<file path="config.mk">
export PLATFORM = sky130hd
export DESIGN_NAME = student_sum_sink
export DESIGN_NICKNAME = d
export VERILOG_FILES = /design/src/rtl/student_fir_pkg.sv /design/src/rtl/student_sync_fifo.sv /design/src/rtl/student_sum_sink.sv
export SDC_FILE = /design/constraint.sdc
export NUM_CORES = 1
export LEC_CHECK = 0
export CORE_ASPECT_RATIO = 1.4
export CORE_MARGIN = 8
export CORE_UTILIZATION = 45
export DETAILED_ROUTE_END_ITERATION = 8
export DONT_BUFFER_PORTS = 1
export PLACE_DENSITY = 0.68
export SKIP_LAST_GASP = 1
export SYNTH_ARGS = -nofsm -noshare
export SYNTH_HDL_FRONTEND = slang
export SYNTH_SLANG_ARGS = --single-unit
</file>
<file path="constraint.sdc">
create_clock -name clk -period 4.8 [get_ports clk]
set_input_delay 0.96 -clock clk [delete_from_list [all_inputs] [get_ports clk]]
set_output_delay 0.96 -clock clk [all_outputs]
set_load 0.005 [all_outputs]
</file>
<file path="src/rtl/student_fir_pkg.sv">
// Shared types and rescaling helper for the FIR output path.
// round_shift_sat is reused by later rescaling stages.
package student_fir_pkg;

  localparam int DATA_SIZE_FIR_OUT = 32;
  localparam int DATA_OUT_W = 16;
  localparam int SUM_W = DATA_SIZE_FIR_OUT + 1;

  typedef logic signed [DATA_OUT_W-1:0] sample_t;

  typedef struct packed {
    sample_t sample;
    logic    sat;
  } scaled_t;

  localparam logic signed [SUM_W:0] SAMPLE_MAX =
    (SUM_W+1)'(2**(DATA_OUT_W-1) - 1);
  localparam logic signed [SUM_W:0] SAMPLE_MIN = ~SAMPLE_MAX;

  // One guard bit above the sum keeps the rounding bias from wrapping.
  function automatic scaled_t round_shift_sat(
    input logic signed [SUM_W-1:0] sum,
    input int                      shift
  );
    logic signed [SUM_W:0] ext;
    logic signed [SUM_W:0] bias;
    logic signed [SUM_W:0] r;
    scaled_t               res;
    ext = {sum[SUM_W-1], sum};
    bias = '0;
    if (shift > 0) begin
      bias = (SUM_W+1)'(1) << (shift - 1);
    end
    r = (ext + bias) >>> shift;
    res.sat = 1'b0;
    if (r > SAMPLE_MAX) begin
      res.sample = sample_t'(SAMPLE_MAX);
      res.sat = 1'b1;
    end else if (r < SAMPLE_MIN) begin
      res.sample = sample_t'(SAMPLE_MIN);
      res.sat = 1'b1;
    end else begin
      res.sample = r[DATA_OUT_W-1:0];
    end
    return res;
  endfunction

endpackage

</file>
<file path="src/rtl/student_sync_fifo.sv">
// Show-ahead synchronous FIFO with separate occupancy counter.
// A push while full is accepted only when a pop frees the slot.
module student_sync_fifo #(
  parameter int DEPTH = 4,
  parameter int WIDTH = 16
) (
  input  logic                       clk,
  input  logic                       rst_n,
  input  logic                       push,
  input  logic [WIDTH-1:0]           wdata,
  input  logic                       pop,
  output logic [WIDTH-1:0]           rdata,
  output logic                       full,
  output logic                       empty,
  output logic [$clog2(DEPTH+1)-1:0] count
);

  localparam int PTR_W = $clog2(DEPTH);
  localparam int CNT_W = $clog2(DEPTH+1);

  logic [WIDTH-1:0] mem [DEPTH];
  logic [PTR_W-1:0] wr_ptr;
  logic [PTR_W-1:0] rd_ptr;
  logic             do_push;
  logic             do_pop;

  assign full    = (count == CNT_W'(DEPTH));
  assign empty   = (count == '0);
  assign do_pop  = pop & ~empty;
  assign do_push = push & (~full | do_pop);
  assign rdata   = empty ? '0 : mem[rd_ptr];

  always_ff @(posedge clk or negedge rst_n) begin
    if (!rst_n) begin
      wr_ptr <= '0;
      rd_ptr <= '0;
      count  <= '0;
      for (int i = 0; i < DEPTH; i++) begin
        mem[i] <= '0;
      end
    end else begin
      if (do_push) begin
        mem[wr_ptr] <= wdata;
        wr_ptr      <= wr_ptr + 1'b1;
      end
      if (do_pop) begin
        rd_ptr <= rd_ptr + 1'b1;
      end
      unique case ({do_push, do_pop})
        2'b10:   count <= count + CNT_W'(1);
        2'b01:   count <= count - CNT_W'(1);
        default: count <= count;
      endcase
    end
  end

endmodule

</file>
<file path="src/rtl/student_sum_sink.sv">
// Adder-output sink: round/shift/saturate stage, output FIFO,
// sticky overflow and saturation flags.
module student_sum_sink #(
  parameter int DATA_SIZE_FIR_OUT = student_fir_pkg::DATA_SIZE_FIR_OUT,
  parameter int DATA_OUT_W        = student_fir_pkg::DATA_OUT_W,
  parameter int SHIFT             = 15,
  parameter int FIFO_DEPTH        = 4
) (
  input  logic                            clk,
  input  logic                            rst_ni,
  input  logic                            valid_strobe_in,
  input  logic [DATA_SIZE_FIR_OUT:0]      sum_in,
  output logic [DATA_OUT_W-1:0]           data_o,
  output logic                            valid_o,
  input  logic                            ready_i,
  output logic [$clog2(FIFO_DEPTH+1)-1:0] count_o,
  output logic                            overflow_o,
  output logic                            sat_o,
  input  logic                            clear_i
);

  import student_fir_pkg::*;

  scaled_t               scaled;
  logic                  stage_valid;
  logic                  stage_sat;
  logic [DATA_OUT_W-1:0] stage_data;
  logic                  pop;
  logic                  full;
  logic                  empty;
  logic                  accept;
  logic                  ovf_event;
  logic                  sat_event;

  assign scaled = round_shift_sat(sum_in, SHIFT);

  always_ff @(posedge clk or negedge rst_ni) begin
    if (!rst_ni) begin
      stage_valid <= 1'b0;
      stage_sat   <= 1'b0;
      stage_data  <= '0;
    end else begin
      stage_valid <= valid_strobe_in;
      if (valid_strobe_in) begin
        stage_data <= scaled.sample;
        stage_sat  <= scaled.sat;
      end
    end
  end

  assign valid_o   = ~empty;
  assign pop       = valid_o & ready_i;
  assign accept    = stage_valid & (~full | pop);
  assign ovf_event = stage_valid & ~accept;
  assign sat_event = accept & stage_sat;

  // A new event in the clearing cycle keeps the flag set.
  always_ff @(posedge clk or negedge rst_ni) begin
    if (!rst_ni) begin
      overflow_o <= 1'b0;
      sat_o      <= 1'b0;
    end else begin
      overflow_o <= ovf_event | (overflow_o & ~clear_i);
      sat_o      <= sat_event | (sat_o & ~clear_i);
    end
  end

  student_sync_fifo #(
    .DEPTH (FIFO_DEPTH),
    .WIDTH (DATA_OUT_W)
  ) u_fifo (
    .clk   (clk),
    .rst_n (rst_ni),
    .push  (stage_valid),
    .wdata (stage_data),
    .pop   (pop),
    .rdata (data_o),
    .full  (full),
    .empty (empty),
    .count (count_o)
  );

endmodule

</file>
==> flow_metrics.py, run 1 <==
metrics = {
    "pwr": {
        "finalPower_mw": 3.051,
        "powerDensity_nw_per_um2": 629.8,
        "leakagePower_nw": 2.031,
        "vdd_drop_max_uv": 210.7,
    },
    "grt": {
        "gr-total-overflow": 0,
        "grt_max_degree": 92,
        "antenna_found_initial": 0,
        "grt_pass1_wl_mm": 14.52,
        "grt_pass1_vias": 2652,
        "grtUsageTotal_pct": 14.33,
    },
    "floorplan": {
        "die_area_um2": 13410,
        "dieWidth_um": 100.2,
        "start_util_pct": 45.58,
        "die_h_um": 133.8,
        "rows": 43,
        "ios": 60,
        "core_area_um2": 9792,
    },
    "placed_design": {
        "dpl_cell_area_um2": 4548,
        "globalplace.congestion": 0.7706,
        "dpl.hpwl_mm": 5.914,
        "place_ws_ns": 1.982,
        "io_buffers": 0,
    },
    "finish": {
        "area_growth_syn_to_layout_pct": 8.523,
        "fin_nets": 368,
        "drive_above_1_share_pct": 34.15,
        "diodes": 0,
        "fin_area_um2": 4843,
        "final.fill_count": 871,
    },
    "synth": {
        "synth-edff-count": 0,
        "synth_seq_cells": 91,
        "yosys_warnings": 0,
        "syn_area_per_cell_um2": 13.61,
        "synth_area_leaders": "dfrtp_1 (51%), mux2_2 (16%), mux4_2 (8.1%)",
        "syn_area_um2": 4463,
        "yosysTopAreaCell": "dfrtp_1",
        "yosysSeqAreaShare_pct": 51.02,
        "yosys.cell_types.count": 42,
        "synth_top_area_share_pct": 51.02,
        "synth_common_cells": "dfrtp_1 (91), mux2_2 (65), and2_1 (18)",
        "yosysMostFrequentCell": "dfrtp_1",
        "syn_nets": 373,
        "syn_inst": 328,
        "synthFlopType": "dfrtp_1",
        "async_reset_ff_share_pct": 100.0,
    },
    "setup_path": {
        "cp-startpoint": "u_fifo.rd_ptr[1]",
        "crit_arrival_ns": 1.92,
        "r2r-start": "u_fifo.count[2]",
        "start_kind": "register",
        "cp.required_ns": 3.84,
        "criticalPathCategory": "reg2out",
        "end_kind": "output port",
        "cp_max_fo": 17,
    },
    "clock_tree": {
        "htreeDepth": 3,
        "cts.sinks": 91,
        "clock_path_buffers": 2,
        "post_cts_resize_count": 0,
        "clkSlewWorstSetupHoldPaths_ns": 0.06,
        "tritoncts": "built",
        "cts_made_buffers": 9,
        "insertion_delay_ns": 0.34,
        "postCtsHoldBufs": 0,
        "root_buffer": "clkbuf_16",
        "cts_setup_buffers": 0,
    },
    "route": {
        "wl_per_cell_um": 19.41,
        "remaining_drc_errors": 0,
        "avgViaCountPerCell": 5.490,
        "wirelength_mm": 8.988,
        "via_count": 2542,
        "antenna_left": 0,
        "dr.pass1.iters": 4,
        "drtIter0Drc": 93,
    },
    "timing": {
        "max_freq_mhz": 347.6,
        "skew_ns": 0.005558,
        "setup_violations": 0,
        "worstMarginPinSlew_ns": 0.9172,
        "period_share_pct": 59.94,
        "max_slew_margin_pct": 38.85,
        "holdWs_ns": 0.3195,
        "hold_viol_final": 0,
        "layout_setup_ws_ns": 1.923,
        "fin_crit_ns": 2.877,
        "tns_ns": 0,
        "rsz0062_at_grt": "false",
        "final_max_slew_viol_count": 0,
    },
    "flow_run": {
        "cap_violations": 0,
    },
    "hold_path": {
        "hold_path.class": "in2async",
    },
    "status": {
        "status": "finished, final reports clean",
    },
}
routing by layer:
| metal | global-route usage [%] | vias to the layer above | wire, um |
|---|---|---|---|
| li1 | - | 1181 | - |
| met3 | 3.942 | 12 | 443 |
| met5 | 0 | - | 0 |
| met4 | 6.076 | 0 | 147 |
| met2 | 23.72 | 45 | 4638 |
| met1 | 16.99 | 1304 | 3758 |
path summary, 6_finish.rpt:
| kind | endpoint | slack, ns | cells after the start |
|---|---|---|---|
| worst max-delay path | data_o[12] | 1.92 | 2 |
| worst min-delay path | u_fifo.mem[26] | 0.32 | 0 |
| worst max register to register | u_fifo.mem[9] | 2.39 | 4 |
| worst min register to register | overflow_o | 0.48 | 2 |
| max in group asynchronous | stage_data[14] | 4.33 | 0 |
| min in group clk | overflow_o | 0.48 | 2 |
worst max-delay path, stage by stage (launching register included):
cell     delay (ns)
dfrtp_1        0.94
mux4_2         0.43
and2_1         0.21
final cells by class:
| type | count | area, um^2 | share of cell area (%) |
|---|---|---|---|
| clock inverters | 5 | 52.55 | 1.085 |
| flip-flops and latches | 91 | 2277 | 47.02 |
| repair buffers | 1 | 7.507 | 0.1550 |
| well taps | 135 | 168.9 | 3.487 |
| multi-input cells | 210 | 2057 | 42.47 |
| inverters | 10 | 37.54 | 0.7750 |
| clock buffers | 11 | 242.7 | 5.012 |
registers in the layout (all words and copies together) (netlist names):
| register | cells |
|---|---|
| sat_o | 1 |
| u_fifo.count | 3 |
| stage_data | 16 |
| u_fifo.rd_ptr | 2 |
| overflow_o | 1 |
| u_fifo.mem | 64 |
| stage_sat | 1 |
| stage_valid | 1 |
| u_fifo.wr_ptr | 2 |
power by group:
part	internal, mW	leakage, nW	switching (mW)	total (mW)
Sequential	1.10	1.08	0.216	1.31
Combinational	0.636	0.802	0.410	1.05
Clock	0.415	0.145	0.278	0.693
cell families after synthesis:
logic type                 after synthesis  share of synthesized area [%]
xor gates and xnor gates                20                          3.925
muxes                                   83                          24.92
adders and majority gates                7                          2.131
DFF                                     91                          51.02
AOI/OAI and AO/OA                       25                          5.215
and+or+nand+nor                         75                          9.896
buffers and inverters                   27                          2.887
per-stage QoR:
stage	utilization (%)	cells
after floorplan	-	328
final	49.46	463
after global routing	49.46	463
after global placement	46.45	447
after CTS	49.46	463
after detailed placement	46.45	447
layout by cell type (no fill, tap or decap), types with 9 or more instances in the layout:
| cell | netlist | routed |
|---|---|---|
| and2_1 | 18 | 18 |
| clkbuf_16 | 0 | 9 |
| dfrtp_1 | 91 | 91 |
| inv_1 | 10 | 10 |
| mux2_2 | 65 | 65 |
| mux4_2 | 16 | 16 |
| nand2_1 | 14 | 14 |
| nor2_1 | 9 | 9 |
| nor2b_1 | 12 | 12 |
| xnor2_1 | 10 | 10 |
| xor2_1 | 10 | 10 |
Note: power is estimated with default switching activity, not from simulation.
==> run 2, diff against run 1 <==
==> constraint.sdc (replaced) <==
create_clock -name clk -period 2.8 [get_ports clk]
set_input_delay 0.56 -clock clk [delete_from_list [all_inputs] [get_ports clk]]
set_output_delay 0.56 -clock clk [all_outputs]
set_load 0.005 [all_outputs]
==> run 2 against run 1 <==
Worst setup slack got worse by 1.5 ns. Non-clock buffer count rose by 11. Via count rose by 3.2%. Register-to-register slack got worse by 1.8 ns. Largest cell class unchanged. Critical path depth rose by 1. Cell count rose by 2.4%. Critical path type unchanged. Clock power rose by 75%.
==> flow_metrics.py, run 2 (synthesis gave the netlist of run 1 again) <==
metrics = {
    "grt": {
        "grt_pass1_wl_mm": 14.71,
        "grtUsageTotal_pct": 14.35,
        "gr-total-overflow": 0,
        "grt_pass1_vias": 2806,
        "antenna_found_initial": 0,
        "grt_max_degree": 92,
    },
    "clock_tree": {
        "postCtsHoldBufs": 1,
        "clkSlewWorstSetupHoldPaths_ns": 0.06,
        "cts_made_buffers": 9,
        "root_buffer": "clkbuf_16",
        "tritoncts": "built",
        "clock_path_buffers": 2,
        "post_cts_resize_count": 0,
        "cts_setup_buffers": 0,
        "cts.sinks": 91,
        "htreeDepth": 3,
        "insertion_delay_ns": 0.33,
    },
    "floorplan": {
        "die_area_um2": 13410,
        "rows": 43,
        "core_area_um2": 9792,
        "die_h_um": 133.8,
        "ios": 60,
        "dieWidth_um": 100.2,
        "start_util_pct": 45.58,
    },
    "finish": {
        "final_cell_mix": "dfrtp_1 (91), mux2_2 (65), and2_1 (18)",
        "fin_nets": 379,
        "drive_above_1_share_pct": 36.28,
        "area_growth_syn_to_layout_pct": 11.05,
        "final_common_cell": "dfrtp_1",
        "largest_register_ffs": 64,
        "post-route-util_pct": 50.61,
        "fin_area_um2": 4956,
        "regMostFlops": "u_fifo.mem",
        "diodes": 0,
        "largestRegisters": "u_fifo.mem x64, stage_data x16, u_fifo.count x3",
    },
    "placed_design": {
        "io_buffers": 0,
        "dpl.hpwl_mm": 6.122,
        "dpl_cell_area_um2": 4623,
        "place_ws_ns": 0.4759,
        "globalplace.congestion": 0.7653,
    },
    "route": {
        "remaining_drc_errors": 0,
        "wirelength_mm": 8.961,
        "wl_per_cell_um": 18.91,
        "avgViaCountPerCell": 5.536,
        "dr.pass1.iters": 4,
        "via_count": 2624,
        "drtIter0Drc": 94,
        "antenna_left": 0,
    },
    "pwr": {
        "vdd_drop_max_uv": 468.0,
        "powerDensity_nw_per_um2": 1072,
        "leakagePower_nw": 2.097,
    },
    "hold_path": {
        "hold_path.class": "in2async",
    },
    "status": {
        "status": "finished, final reports clean",
    },
    "setup_path": {
        "crit_arrival_ns": 1.78,
        "cp.buffers_inverters": 1,
        "crit_family": "multiplexers",
        "cp_max_fo": 18,
        "criticalPathCategory": "reg2out",
        "critical-path-max-stage-delay_ns": 0.59,
        "regToRegSetupSlack_ns": 0.56,
        "critPathSlowestCell": "mux4_2",
        "cp.required_ns": 2.24,
        "start_kind": "register",
        "end_kind": "output port",
        "worstPathCellList": "buf_4 -> mux4_2 -> and2_1",
    },
    "timing": {
        "worstMarginPinSlew_ns": 0.5684,
        "setup_violations": 0,
        "max_slew_margin_pct": 62.03,
        "hold_viol_final": 0,
        "layout_setup_ws_ns": 0.4577,
        "holdWs_ns": 0.1339,
        "max_freq_mhz": 426.9,
        "tns_ns": 0,
        "period_share_pct": 83.65,
        "final_max_slew_viol_count": 0,
        "fin_crit_ns": 2.342,
        "skew_ns": 0.004944,
        "rsz0062_at_grt": "false",
    },
    "flow_run": {
        "cap_violations": 0,
    },
}
-- run 2: worst reg2reg max path: cells and delay by family, from the launching register on --
family,cells,cell delay (ns)
buffers and inverters,2,0.16
and+or+nand+nor,3,0.74
DFF,1,0.44
adders and majority gates,2,0.54
xor gates and xnor gates,2,0.30
-- run 2: layout make-up --
class	instances	area, um^2
clock inverters	4	48.80
multi-input cells	210	2057
well taps	135	168.9
clock buffers	12	256.5
repair buffers	12	110.1
fillers	852	4836
flip-flops and latches	91	2277
inverters	10	37.54
-- run 2: final timing paths --
check                                 startpoint         endpoint  depth (start not counted)
worst max-delay path            u_fifo.rd_ptr[0]       data_o[14]                          3
worst min-delay path                      rst_ni   u_fifo.mem[42]                          1
worst max register to register   u_fifo.count[0]  u_fifo.count[2]                          9
worst min register to register       stage_valid       overflow_o                          2
max in group asynchronous                 rst_ni   u_fifo.mem[50]                          1
min in group clk                 valid_strobe_in      stage_valid                          0
-- run 2: per-stage QoR --
stage	cells	total power, mW
floorplan	328	3.682
global placement	457	4.066
detailed placement	457	4.154
CTS	474	5.415
global route	474	5.684
finish	474	5.312
-- run 2: power breakdown --
group	total (mW)	switching, mW	internal [mW]	leakage (nW)
Clock	1.21	0.471	0.739	0.153
Combinational	1.92	0.793	1.13	0.860
Sequential	2.18	0.300	1.88	1.08
-- run 2: layer usage --
metal  wire length, um  global-route usage (%)  up-vias
li1                  -                       -     1193
met3               489                   4.149       10
met4               127                   4.726        0
met2              4704                   24.54       42
met1              3639                   16.72     1379
met5                 0                       0        -
